**config.mk**
```make
export PLATFORM = sky130hd
export DESIGN_NAME = id_stage_pipelined_flat
export DESIGN_NICKNAME = d
export VERILOG_FILES = /design/src/rtl/id_stage_pipelined_pkg.sv /design/src/rtl/id_stage_pipelined_if.sv /design/src/rtl/id_stage_pipelined_regfile_bypass.sv /design/src/rtl/id_stage_pipelined.sv /design/src/flat_wrapper.sv
export SDC_FILE = /design/constraint.sdc
export NUM_CORES = 1
export LEC_CHECK = 0
export BUFFER_PORTS_ARGS = -buffer_cell sky130_fd_sc_hd__clkbuf_2
export CAP_MARGIN = 0
export CORE_ASPECT_RATIO = 1.2
export CORE_UTILIZATION = 56
export DETAILED_ROUTE_END_ITERATION = 7
export PLACE_DENSITY = 0.74
export RECOVER_POWER = 50
export SETUP_SLACK_MARGIN = 0.2
export SYNTH_ARGS = -nofsm -noshare
export SYNTH_HDL_FRONTEND = slang
export SYNTH_SLANG_ARGS = --single-unit
```
**constraint.sdc**
```tcl
create_clock -name clk -period 2.82 [get_ports clk]
set_input_delay 0.282 -clock clk [delete_from_list [all_inputs] [get_ports clk]]
set_output_delay 0.282 -clock clk [all_outputs]
set_load 0.02 [all_outputs]
```
**src/rtl/id_stage_pipelined_pkg.sv**
```systemverilog
`default_nettype none
//==== id_stage_pipelined_pkg -- encodings, control struct, decode/condition helpers ====
//==== rev 1.0 ====
package id_stage_pipelined_pkg;

  typedef enum logic [1:0] {
    MODE_DP  = 2'b00,
    MODE_MEM = 2'b01,
    MODE_BR  = 2'b10,
    MODE_NOP = 2'b11
  } mode_e;

  typedef enum logic [3:0] {
    OP_AND = 4'b0000, OP_EOR = 4'b0001, OP_SUB = 4'b0010, OP_ADD = 4'b0100,
    OP_ADC = 4'b0101, OP_SBC = 4'b0110, OP_TST = 4'b1000, OP_CMP = 4'b1010,
    OP_ORR = 4'b1100, OP_MOV = 4'b1101, OP_MVN = 4'b1111
  } opcode_e;

  typedef enum logic [3:0] {
    CMD_NOP = 4'b0000, CMD_MOV = 4'b0001, CMD_ADD = 4'b0010, CMD_ADC = 4'b0011,
    CMD_SUB = 4'b0100, CMD_SBC = 4'b0101, CMD_AND = 4'b0110, CMD_ORR = 4'b0111,
    CMD_EOR = 4'b1000, CMD_MVN = 4'b1001
  } cmd_e;

  typedef enum logic [3:0] {
    COND_EQ = 4'h0, COND_NE = 4'h1, COND_CS = 4'h2, COND_CC = 4'h3,
    COND_MI = 4'h4, COND_PL = 4'h5, COND_VS = 4'h6, COND_VC = 4'h7,
    COND_HI = 4'h8, COND_LS = 4'h9, COND_GE = 4'hA, COND_LT = 4'hB,
    COND_GT = 4'hC, COND_LE = 4'hD, COND_AL = 4'hE, COND_NV = 4'hF
  } cond_e;

  localparam int ST_N = 3;
  localparam int ST_Z = 2;
  localparam int ST_C = 1;
  localparam int ST_V = 0;

  typedef struct packed {
    logic       wb;
    logic       mem_rd;
    logic       mem_wr;
    logic       branch;
    logic       s;
    logic [3:0] cmd;
    logic       use_src1;
    logic       use_src2;
    logic       is_str;
  } ctrl_t;

  function automatic ctrl_t decode(input logic [1:0] mode, input logic imm,
                                   input logic [3:0] opcode, input logic s_bit);
    ctrl_t c;
    c = '0;
    case (mode)
      MODE_DP: begin
        c.s        = s_bit;
        c.use_src1 = 1'b1;
        c.use_src2 = ~imm;
        c.wb       = 1'b1;
        case (opcode)
          OP_MOV:  begin c.cmd = CMD_MOV; c.use_src1 = 1'b0; end
          OP_MVN:  begin c.cmd = CMD_MVN; c.use_src1 = 1'b0; end
          OP_ADD:  c.cmd = CMD_ADD;
          OP_ADC:  c.cmd = CMD_ADC;
          OP_SUB:  c.cmd = CMD_SUB;
          OP_SBC:  c.cmd = CMD_SBC;
          OP_AND:  c.cmd = CMD_AND;
          OP_ORR:  c.cmd = CMD_ORR;
          OP_EOR:  c.cmd = CMD_EOR;
          OP_CMP:  begin c.cmd = CMD_SUB; c.wb = 1'b0; end
          OP_TST:  begin c.cmd = CMD_AND; c.wb = 1'b0; end
          default: begin c.cmd = CMD_NOP; c.wb = 1'b0; end
        endcase
      end
      MODE_MEM: begin
        c.cmd      = CMD_ADD;
        c.use_src1 = 1'b1;
        if (s_bit) begin
          c.mem_rd = 1'b1;
          c.wb     = 1'b1;
        end else begin
          c.mem_wr   = 1'b1;
          c.is_str   = 1'b1;
          c.use_src2 = 1'b1;
        end
      end
      MODE_BR: c.branch = 1'b1;
      default: c = '0;
    endcase
    return c;
  endfunction

  function automatic logic cond_pass(input logic [3:0] cond, input logic [3:0] st);
    logic n, z, c, v;
    n = st[ST_N];
    z = st[ST_Z];
    c = st[ST_C];
    v = st[ST_V];
    case (cond)
      COND_EQ: return z;
      COND_NE: return ~z;
      COND_CS: return c;
      COND_CC: return ~c;
      COND_MI: return n;
      COND_PL: return ~n;
      COND_VS: return v;
      COND_VC: return ~v;
      COND_HI: return c & ~z;
      COND_LS: return ~c | z;
      COND_GE: return n == v;
      COND_LT: return n != v;
      COND_GT: return ~z & (n == v);
      COND_LE: return z | (n != v);
      COND_AL: return 1'b1;
      default: return 1'b0;
    endcase
  endfunction

endpackage
`default_nettype wire

```
**src/rtl/id_stage_pipelined_if.sv**
```systemverilog
`default_nettype none
//==== id_stage_pipelined_if -- decode-side inputs, hazard info and ID/EX outputs ====
//==== rev 1.0 ====
interface id_stage_pipelined_if #(parameter int DATA_W = 32);
  logic              instr_valid;
  logic [31:0]       instruction;
  logic [3:0]        status;
  logic              wb_en;
  logic [3:0]        wb_dest;
  logic [DATA_W-1:0] wb_data;
  logic              flush;
  logic [3:0]        hz_ex_dest;
  logic              hz_ex_wb;
  logic              hz_ex_memrd;
  logic [3:0]        hz_mem_dest;
  logic              hz_mem_wb;
  logic              stall;
  logic              ex_valid, ex_wb_en, ex_mem_rd, ex_mem_wr, ex_branch, ex_s, ex_imm;
  logic [3:0]        ex_cmd, ex_dest, ex_src1, ex_src2;
  logic [DATA_W-1:0] ex_val_rn, ex_val_rm;
  logic [11:0]       ex_shift_op;
  logic [23:0]       ex_simm24;

  modport master (
    output instr_valid, instruction, status, wb_en, wb_dest, wb_data, flush,
           hz_ex_dest, hz_ex_wb, hz_ex_memrd, hz_mem_dest, hz_mem_wb,
    input  stall, ex_valid, ex_wb_en, ex_mem_rd, ex_mem_wr, ex_branch, ex_s, ex_imm,
           ex_cmd, ex_dest, ex_src1, ex_src2, ex_val_rn, ex_val_rm, ex_shift_op, ex_simm24
  );

  modport slave (
    input  instr_valid, instruction, status, wb_en, wb_dest, wb_data, flush,
           hz_ex_dest, hz_ex_wb, hz_ex_memrd, hz_mem_dest, hz_mem_wb,
    output stall, ex_valid, ex_wb_en, ex_mem_rd, ex_mem_wr, ex_branch, ex_s, ex_imm,
           ex_cmd, ex_dest, ex_src1, ex_src2, ex_val_rn, ex_val_rm, ex_shift_op, ex_simm24
  );
endinterface
`default_nettype wire

```
**src/rtl/id_stage_pipelined_regfile_bypass.sv**
```systemverilog
`default_nettype none
//==== regfile_bypass -- NREG x DATA_W register file, two async reads, write-through ====
//==== rev 1.0 ====
module regfile_bypass #(
  parameter int DATA_W = 32,
  parameter int NREG   = 16,
  localparam int AW    = (NREG > 1) ? $clog2(NREG) : 1
) (
  input  wire logic              clk,
  input  wire logic              rst,
  input  wire logic              i_we,
  input  wire logic [AW-1:0]     i_waddr,
  input  wire logic [DATA_W-1:0] i_wdata,
  input  wire logic [AW-1:0]     i_raddr1,
  input  wire logic [AW-1:0]     i_raddr2,
  output logic      [DATA_W-1:0] o_rdata1,
  output logic      [DATA_W-1:0] o_rdata2
);
  logic [DATA_W-1:0] r_mem [NREG];

  // Reset has priority, so a write landing in a reset cycle is dropped.
  always_ff @(posedge clk) begin
    if (rst) begin
      for (int i = 0; i < NREG; i++) r_mem[i] <= '0;
    end else if (i_we) begin
      r_mem[i_waddr] <= i_wdata;
    end
  end

  assign o_rdata1 = (i_we && (i_waddr == i_raddr1)) ? i_wdata : r_mem[i_raddr1];
  assign o_rdata2 = (i_we && (i_waddr == i_raddr2)) ? i_wdata : r_mem[i_raddr2];
endmodule
`default_nettype wire

```
**src/rtl/id_stage_pipelined.sv**
```systemverilog
`default_nettype none
//==== id_stage_pipelined -- ARM-style decode, hazard stall and ID/EX register ====
//==== rev 1.0 ====
module id_stage_pipelined
  import id_stage_pipelined_pkg::*;
#(
  parameter int DATA_W = 32,
  parameter int NREG   = 16,
  parameter int FWD_EN = 0
) (
  input wire logic             clk,
  input wire logic             rst,
  id_stage_pipelined_if.slave  bus
);
  localparam int AW = (NREG > 1) ? $clog2(NREG) : 1;

  ctrl_t             w_ctrl;
  logic              w_pass;
  logic [3:0]        w_src1, w_src2;
  logic [DATA_W-1:0] w_rn, w_rm;
  logic              w_hit_ex, w_hit_mem, w_hazard, w_stall, w_bubble;

  logic              r_valid, r_wb, r_mrd, r_mwr, r_br, r_s, r_imm;
  logic [3:0]        r_cmd, r_dest, r_src1, r_src2;
  logic [DATA_W-1:0] r_rn, r_rm;
  logic [11:0]       r_shop;
  logic [23:0]       r_simm;

  always_comb begin
    w_ctrl = decode(bus.instruction[27:26], bus.instruction[25],
                    bus.instruction[24:21], bus.instruction[20]);
    w_pass = cond_pass(bus.instruction[31:28], bus.status);
    w_src1 = bus.instruction[19:16];
    w_src2 = w_ctrl.is_str ? bus.instruction[15:12] : bus.instruction[3:0];
  end

  regfile_bypass #(.DATA_W(DATA_W), .NREG(NREG)) u_rf (
    .clk      (clk),
    .rst      (rst),
    .i_we     (bus.wb_en),
    .i_waddr  (bus.wb_dest[AW-1:0]),
    .i_wdata  (bus.wb_data),
    .i_raddr1 (w_src1[AW-1:0]),
    .i_raddr2 (w_src2[AW-1:0]),
    .o_rdata1 (w_rn),
    .o_rdata2 (w_rm)
  );

  // With forwarding, only a load in EX cannot be bypassed in time.
  assign w_hit_ex  = bus.hz_ex_wb & ((w_ctrl.use_src1 & (w_src1 == bus.hz_ex_dest)) |
                                     (w_ctrl.use_src2 & (w_src2 == bus.hz_ex_dest)));
  assign w_hit_mem = bus.hz_mem_wb & ((w_ctrl.use_src1 & (w_src1 == bus.hz_mem_dest)) |
                                      (w_ctrl.use_src2 & (w_src2 == bus.hz_mem_dest)));
  assign w_hazard  = (FWD_EN != 0) ? (bus.hz_ex_memrd & w_hit_ex) : (w_hit_ex | w_hit_mem);
  assign w_stall   = ~rst & bus.instr_valid & ~bus.flush & w_hazard;
  assign w_bubble  = bus.flush | w_stall | ~bus.instr_valid;
  assign bus.stall = w_stall;

  always_ff @(posedge clk) begin
    if (rst || w_bubble) begin
      {r_valid, r_wb, r_mrd, r_mwr, r_br, r_s, r_imm} <= '0;
      {r_cmd, r_dest, r_src1, r_src2}                 <= '0;
      {r_rn, r_rm, r_shop, r_simm}                    <= '0;
    end else begin
      r_valid <= 1'b1;
      r_wb    <= w_pass & w_ctrl.wb;
      r_mrd   <= w_pass & w_ctrl.mem_rd;
      r_mwr   <= w_pass & w_ctrl.mem_wr;
      r_br    <= w_pass & w_ctrl.branch;
      r_s     <= w_pass & w_ctrl.s;
      r_cmd   <= w_pass ? w_ctrl.cmd : 4'b0000;
      r_imm   <= bus.instruction[25];
      r_dest  <= bus.instruction[15:12];
      r_src1  <= w_src1;
      r_src2  <= w_src2;
      r_rn    <= w_rn;
      r_rm    <= w_rm;
      r_shop  <= bus.instruction[11:0];
      r_simm  <= bus.instruction[23:0];
    end
  end

  assign bus.ex_valid    = r_valid;
  assign bus.ex_wb_en    = r_wb;
  assign bus.ex_mem_rd   = r_mrd;
  assign bus.ex_mem_wr   = r_mwr;
  assign bus.ex_branch   = r_br;
  assign bus.ex_s        = r_s;
  assign bus.ex_imm      = r_imm;
  assign bus.ex_cmd      = r_cmd;
  assign bus.ex_dest     = r_dest;
  assign bus.ex_src1     = r_src1;
  assign bus.ex_src2     = r_src2;
  assign bus.ex_val_rn   = r_rn;
  assign bus.ex_val_rm   = r_rm;
  assign bus.ex_shift_op = r_shop;
  assign bus.ex_simm24   = r_simm;
endmodule
`default_nettype wire
```
**src/flat_wrapper.sv**
```systemverilog
// flat-port wrapper written by rule: the top's interface ports become plain ports
module id_stage_pipelined_flat import id_stage_pipelined_pkg::*;
#(
  parameter int DATA_W = 32,
  parameter int NREG   = 16,
  parameter int FWD_EN = 0
)
  (clk, rst, bus_instr_valid, bus_instruction, bus_status, bus_wb_en, bus_wb_dest, bus_wb_data, bus_flush, bus_hz_ex_dest, bus_hz_ex_wb, bus_hz_ex_memrd, bus_hz_mem_dest, bus_hz_mem_wb, bus_stall, bus_ex_valid, bus_ex_wb_en, bus_ex_mem_rd, bus_ex_mem_wr, bus_ex_branch, bus_ex_s, bus_ex_imm, bus_ex_cmd, bus_ex_dest, bus_ex_src1, bus_ex_src2, bus_ex_val_rn, bus_ex_val_rm, bus_ex_shift_op, bus_ex_simm24);
  id_stage_pipelined_if #(.DATA_W(DATA_W)) bus_i ();
  input wire logic clk;
  input wire logic rst;
  input wire logic [$bits(bus_i.instr_valid)-1:0] bus_instr_valid;
  input wire logic [$bits(bus_i.instruction)-1:0] bus_instruction;
  input wire logic [$bits(bus_i.status)-1:0] bus_status;
  input wire logic [$bits(bus_i.wb_en)-1:0] bus_wb_en;
  input wire logic [$bits(bus_i.wb_dest)-1:0] bus_wb_dest;
  input wire logic [$bits(bus_i.wb_data)-1:0] bus_wb_data;
  input wire logic [$bits(bus_i.flush)-1:0] bus_flush;
  input wire logic [$bits(bus_i.hz_ex_dest)-1:0] bus_hz_ex_dest;
  input wire logic [$bits(bus_i.hz_ex_wb)-1:0] bus_hz_ex_wb;
  input wire logic [$bits(bus_i.hz_ex_memrd)-1:0] bus_hz_ex_memrd;
  input wire logic [$bits(bus_i.hz_mem_dest)-1:0] bus_hz_mem_dest;
  input wire logic [$bits(bus_i.hz_mem_wb)-1:0] bus_hz_mem_wb;
  output wire logic [$bits(bus_i.stall)-1:0] bus_stall;
  output wire logic [$bits(bus_i.ex_valid)-1:0] bus_ex_valid;
  output wire logic [$bits(bus_i.ex_wb_en)-1:0] bus_ex_wb_en;
  output wire logic [$bits(bus_i.ex_mem_rd)-1:0] bus_ex_mem_rd;
  output wire logic [$bits(bus_i.ex_mem_wr)-1:0] bus_ex_mem_wr;
  output wire logic [$bits(bus_i.ex_branch)-1:0] bus_ex_branch;
  output wire logic [$bits(bus_i.ex_s)-1:0] bus_ex_s;
  output wire logic [$bits(bus_i.ex_imm)-1:0] bus_ex_imm;
  output wire logic [$bits(bus_i.ex_cmd)-1:0] bus_ex_cmd;
  output wire logic [$bits(bus_i.ex_dest)-1:0] bus_ex_dest;
  output wire logic [$bits(bus_i.ex_src1)-1:0] bus_ex_src1;
  output wire logic [$bits(bus_i.ex_src2)-1:0] bus_ex_src2;
  output wire logic [$bits(bus_i.ex_val_rn)-1:0] bus_ex_val_rn;
  output wire logic [$bits(bus_i.ex_val_rm)-1:0] bus_ex_val_rm;
  output wire logic [$bits(bus_i.ex_shift_op)-1:0] bus_ex_shift_op;
  output wire logic [$bits(bus_i.ex_simm24)-1:0] bus_ex_simm24;
  assign bus_i.instr_valid = bus_instr_valid;
  assign bus_i.instruction = bus_instruction;
  assign bus_i.status = bus_status;
  assign bus_i.wb_en = bus_wb_en;
  assign bus_i.wb_dest = bus_wb_dest;
  assign bus_i.wb_data = bus_wb_data;
  assign bus_i.flush = bus_flush;
  assign bus_i.hz_ex_dest = bus_hz_ex_dest;
  assign bus_i.hz_ex_wb = bus_hz_ex_wb;
  assign bus_i.hz_ex_memrd = bus_hz_ex_memrd;
  assign bus_i.hz_mem_dest = bus_hz_mem_dest;
  assign bus_i.hz_mem_wb = bus_hz_mem_wb;
  assign bus_stall = bus_i.stall;
  assign bus_ex_valid = bus_i.ex_valid;
  assign bus_ex_wb_en = bus_i.ex_wb_en;
  assign bus_ex_mem_rd = bus_i.ex_mem_rd;
  assign bus_ex_mem_wr = bus_i.ex_mem_wr;
  assign bus_ex_branch = bus_i.ex_branch;
  assign bus_ex_s = bus_i.ex_s;
  assign bus_ex_imm = bus_i.ex_imm;
  assign bus_ex_cmd = bus_i.ex_cmd;
  assign bus_ex_dest = bus_i.ex_dest;
  assign bus_ex_src1 = bus_i.ex_src1;
  assign bus_ex_src2 = bus_i.ex_src2;
  assign bus_ex_val_rn = bus_i.ex_val_rn;
  assign bus_ex_val_rm = bus_i.ex_val_rm;
  assign bus_ex_shift_op = bus_i.ex_shift_op;
  assign bus_ex_simm24 = bus_i.ex_simm24;
  id_stage_pipelined #(.DATA_W(DATA_W), .NREG(NREG), .FWD_EN(FWD_EN)) u_core (.clk(clk), .rst(rst), .bus(bus_i));
endmodule
```
# Word level (Yosys, flattened, before mapping)
# Memory sizes are Yosys's and may differ from the RTL's. A register that Yosys moved wholly into a read port is not among the register bits.
# Index checks and enable logic that the tools add are counted.
# totals
input_bits,88
out_inout_bits,124
ram_bits,512
mem_count,1
reg_bits,59
# classes
n_eq_ne,32
muxes,23
n_reduce_logical,10
bitwise_logic,32
# memory_table
name,depth,word_bits,rd,rd_ports_with_merged_regs,wr,line,text
u_core.u_rf.r_mem,16,32,2,2,16,id_stage_pipelined_regfile_bypass.sv:19,logic [DATA_W-1:0] r_mem [NREG];
# ops
cell,count
$eq A4 B4 Y1 const B,12
$pmux W4 S9,1
$mux W32,1
$reduce_or A32 Y1,1
$eq A4 B3 Y1 const B,7
$and A1 B1 Y1,16
$eq A4 B4 Y1,4
$pmux W1 S15,1
$mux W1,13
$eq A4 B2 Y1 const B,3
$pmux W6 S2,1
$not A1 Y1,9
$reduce_or A9 Y1,1
$eq A4 B1 Y1 const B,2
$logic_not A4 Y1,2
$mux W4,2
$reduce_or A2 Y1,4
$or A1 B1 Y1,7
$mux W2,3
$eq A2 B1 Y1 const B,1
$eq A2 B2 Y1 const B,1
$logic_not A2 Y1,1
$pmux W1 S2,1
$eq A1 B1 Y1,1
2 further kinds,2

# Depth between registers and ports, before layout
# depth
ltp_word,13
ltp_mapped,11
ltp_nobuf,7

# Modules after synthesis
# Synthesis repeated with hierarchy kept, for this count alone.
# hier_totals
hier_cells,2097
area_unflattened_um2,30983.5
# modules_own_cells
mod,area_per_inst_um2,seq_area_each_um2,cells_each,n_inst
regfile_bypass,27345.0,15374.7,1766,1
id_stage_pipelined,3638.5,2062.0,331,1

# Worst setup path before layout
# No wires, ideal clock.
# synth_timing
path_kind,in2reg
startpoint,input bus_instruction[27]
endpoint,"register u_core.r_cmd[0], in the netlist u_core.bus.ex_cmd[0]"
setup_slack_ns,0.351
setup_ns,0.088
required_ns,2.732
arrival_ns,2.381
cell_stages,10
cell_sequence,buf_6 -> or3b_1 -> buf_4 -> mux2i_1 -> xor2_1 -> and4_1 -> or4_1 -> buf_2 -> buf_6 -> nor4_2
# synth_between
elab_chain_cells,13
elab_cells_between_ends,21
cone_classes,eq/ne: 3; mux: 3; bitwise: 12; reduce/logical: 3
# synth_rtl
item,line,text
start: declaration,flat_wrapper.sv:13,input wire logic [$bits(bus_i.instruction)-1:0] bus_instruction;
$eq A2 B1 Y1,id_stage_pipelined_pkg.sv:53,case (mode)
$mux W1,id_stage_pipelined_pkg.sv:53,
$mux W4,id_stage_pipelined.sv:34,w_src2 = w_ctrl.is_str ? bus.instruction[15:12] : bus.instruction[3:0];
$eq A4 B4 Y1 (on tied branches),"id_stage_pipelined.sv:51, id_stage_pipelined.sv:53",
$and A1 B1 Y1 (on tied branches),"id_stage_pipelined.sv:51, id_stage_pipelined.sv:53",
$or A1 B1 Y1 (on tied branches),"id_stage_pipelined.sv:50, id_stage_pipelined.sv:52",
$and A1 B1 Y1 (on tied branches),"id_stage_pipelined.sv:50, id_stage_pipelined.sv:52",
$or A1 B1 Y1,id_stage_pipelined.sv:54,assign w_hazard = (FWD_EN != 0) ? (bus.hz_ex_memrd & w_hit_ex) : (w_hit_ex | w_hit_mem);
$and A1 B1 Y1,id_stage_pipelined.sv:55,assign w_stall = ~rst & bus.instr_valid & ~bus.flush & w_hazard;
$or A1 B1 Y1 (2 in a row),id_stage_pipelined.sv:56,assign w_bubble = bus.flush | w_stall | ~bus.instr_valid;
$logic_or A1 B1 Y1,id_stage_pipelined.sv:60,if (rst || w_bubble) begin
$reduce_or A2 Y1 (no source line),-,
end signal: assignment,id_stage_pipelined.sv:71,r_cmd <= w_pass ? w_ctrl.cmd : 4'b0000;
end: declaration,id_stage_pipelined.sv:24,"logic [3:0] r_cmd, r_dest, r_src1, r_src2;"
# Several ways; a longest one is shown, not always the timed one.
# A chain may end at the register's enable or synchronous reset.

==> results.md <==
- Status: finished clean
- Post-DP HPWL: 65300 um
- Yosys cell types: between 50 and 60
- Yosys top cell area share: a little under half
- Die width: 225 um
- Multi-input logic area: approximately 15000 um^2
- Initial DRT Pass Iterations: 5
- Pins Over Slew Limit: 0
- Layout cells sized above 1: 20.2%
- Setup TNS: 0 ns
- Core ar.: 58700 um^2
- Vias per cell: 6.93
- Final min period: ~2.6 ns
- Final WL: 109000 um
- Max Cap Violations: 0
- Net Count, Synth: 2716
- Clock transition at the registers of the reported paths: 0.06 ns
- Sequential element share of the synthesized area: a little over half
- Psw: 0.00566 W
- Via count: 25100
- Largest family of logic cells by synthesized area: multiplexers
- Largest area contributor in the netlist: edfxtp_1
- Initial antenna violation count: 5
- EDFF count, synth: 512
- Initial Util: 57.1%
- Final core utilization: 65.0%
- Sequential cell area: 17400 um^2
- Tcrit/Tclk final: 92.4%
- Ys async rst share: 0%
- Leakage: between 10 and 15 nW
- Logic pwr share: roughly an eighth
- Max FO, Critical Path: 18
- Cell area power density: 593 nW/um^2
- Rel. slew slack: approximately 7%
- Clock insertion delay at the later pin of the skew report: 0.61 ns
- Power Total: approximately 0.023 W
- Placement Rows: between 90 and 100
- Placed Area: 36100 um^2
- Clock Path Buffers: 3
- Die Y: 270 um
- Synth Warn #: 0
- Area grow syn2layout: 13.9%
- Hold Fails Final Rpt: 0
- Fin worst setup slack: 0.214 ns
- Area share of fa/ha/maj cells after synthesis: 0%
- Post-Syn Area per Cell: 12.8 um^2
- Syn Std Cell Area: 33500 um^2
- Htree depth: 3
- Mapped Cells: 2628
- Ranking of synthesized cells by area: edfxtp_1, mux4_2, and2_1
- Design Area, Final: roughly 38000 um^2
- Post-route DRC: 0
- Switching Share: 25.0%
- Slew @ Worst Pin: around 1.4 ns
- Min-delay worst type: input pin to flip-flop
- Post-layout net count: 2861
- CTS Buf Count: 66
- IO Count: 212
- Global-route wire length before repair: approximately 160000 um
- Die area: 60800 um^2
- Sequential share of power: between 40% and 50%
- Port Buffers: 210
- Number of global-route vias before repair: 25400
- F_max: 384 MHz
- Post-CTS setup buffer count: 0
- CTS root buf: clkbuf_16
- Worst path most repeated cell: clkbuf_1
- Critical path, cell by cell: clkbuf_2 > clkbuf_1 > nand2b_1 > nor2_1 > nand2_1 > nor3_1 > or2_2 > clkbuf_1
- CTS tree: yes
- Slowest cell on crit path: clkbuf_1
- Worst EP arrival: 2.82 ns
- WP data required: 3.03 ns
- Iter 0 DRT Violations: 3518
- Largest net degree at the start of global routing: 99
- Worst vdd ir: 0.492 mV
- P_int: 0.0170 W
- CP Class: input pin to flip-flop
- Clock power frac: 40.0%
- Post-route clock skew: ~0.013 ns
- Critical Path Start Type: input pin
- Post-synthesis simple-gate area fraction: around 17%
- Synth Area in XOR/XNOR: 0.705%
- Synth Area in Compound Gates: 6.58%
- Mux cell area share after synthesis: between 10% and 20%
- Most used DFF post-synth: edfxtp_1
- Routed Antenna Nets: 0
- Final setup viols: 0
- Pre-CTS setup slack: -0.127 ns
- Routed wire length per instance: about 30 um
- Total GRT Usage: 36.0%
- Worst setup EP type: flip-flop
- GPL Wtd Cong: around 0.91
- Fillcell total: 4395
- GR Overflow Total: 0
- RSZ-0062 raised after global routing: false
- FF+latch count, synth: 615
- Slowest stage delay, CP: 1.00 ns
- Clk sinks: 615
-- critical path, delay by kind of cell --
kind | cells | cell delay (ns)
buf+inv | 3 | 1.43
simple gates | 5 | 1.09
-- state kept, by name, summed over array words and instances, names as in the netlist, 3 cells and up --
signal	flops
u_core.u_rf.r_mem	512
u_core.bus.ex_val_rm	32
u_core.bus.ex_val_rn	32
u_core.bus.ex_simm24	18
u_core.bus.ex_cmd	4
u_core.bus.ex_src2	4
u_core.bus.ex_dest	3
u_core.bus.ex_src1	3
-- layout by cell type, fill, tap and decap left out, types with 18 or more instances in the layout --
cell       instances
a2111oi_0        107
a211oi_1          25
a21oi_1           44
a311oi_1          19
a31oi_1           18
and2_0            86
and2_1           554
buf_12            38
buf_4             78
clkbuf_1         149
clkbuf_16         73
clkbuf_2          94
dfxtp_1          103
edfxtp_1         512
mux2i_1          170
mux4_2           215
nand2_1           84
nand3_1           31
nor2_1            96
nor4_1            72
o22ai_1           54
-- synth_stat cells (all sizes together), types with 3 or more instances --
cell / number
a2111oi: 108
a211oi: 25
a21oi: 44
a311oi: 19
a31oi: 20
and2: 640
buf: 89
clkbuf: 195
dfxtp: 103
edfxtp: 512
inv: 10
mux2i: 173
mux4: 215
nand2: 84
nand2b: 8
nand3: 32
nand3b: 3
nand4: 3
nor2: 103
nor2b: 5
nor3: 17
nor3b: 4
nor4: 74
o211ai: 3
o21ai: 8
o22a: 9
o22ai: 54
or2: 17
xnor2: 11
xor2: 16
-- cells by family (layout without fill, tap and decap cells) --
group / after synthesis / count (layout)
buf+inv: 296 / 493
other cells: 0 / 2
compound gates: 299 / 299
simple gates: 1002 / 1002
mux: 389 / 389
xor+xnor: 27 / 27
flops: 615 / 615
-- final cells by class --
class | instances | share of cell area [%]
clock buffer | 95 | 5.16
tap | 792 | 2.59
sequential | 615 | 45.7
inverter | 12 | 0.118
multi-input combinational | 1717 | 39.2
timing repair buffer | 361 | 6.53
antenna | 2 | 0.0131
clock inverter | 25 | 0.744
-- worst paths after layout --
check / start / end / slack, ns / depth (start not counted)
worst max-delay path: rst / u_core.u_rf.r_mem[1][27] / 0.21 / 8
worst min-delay path: bus_instruction[20] / u_core.bus.ex_simm24[20] / 0.03 / 2
worst max register to register: u_core.u_rf.r_mem[14][0] / u_core.bus.ex_val_rm[0] / 0.80 / 5
worst min register to register: u_core.u_rf.r_mem[10][6] / u_core.bus.ex_val_rm[6] / 0.78 / 3
-- routing by layer --
metal  global-route usage, %  share of wire (%)  vias up
met5                       0              0.022        -
met3                    8.99                 13      421
met2                    56.8                 47     2038
met1                    45.3                 34    12400
li1                        -                  -    10200
met4                    20.2                5.6        4
-- power by group through the flow --
stage	combinational [W]	sequential, W	clock (W)
floorplan	0.00178	0.0108	0
global placement	0.00285	0.0107	0
detailed placement	0.00291	0.0108	0
CTS	0.00294	0.0106	0.00911
global route	0.00308	0.0107	0.00945
finish	0.00296	0.0106	0.00907
-- through the flow --
| stage | cells | hold WS, ns |
|---|---|---|
| 6_report | 3619 | 0.0349 |
| 2_1_floorplan | 2628 | 0.400 |
| 4_1_cts | 3617 | 0.00593 |
| 3_3_place_gp | 3483 | 0.485 |
| 5_1_grt | 3618 | 0.0315 |
| 3_5_place_dp | 3483 | 0.487 |
-- what timing repair did --
| item | 4_1_cts | 5_1_grt |
|---|---|---|
| setup endpoints to repair | 0 | 1 |
| endpoints found under the hold margin | 16 | 0 |
| resized for setup | 0 | 1 |
| hold buffers | 14 | 0 |
Power figures use the tool's default switching activity.
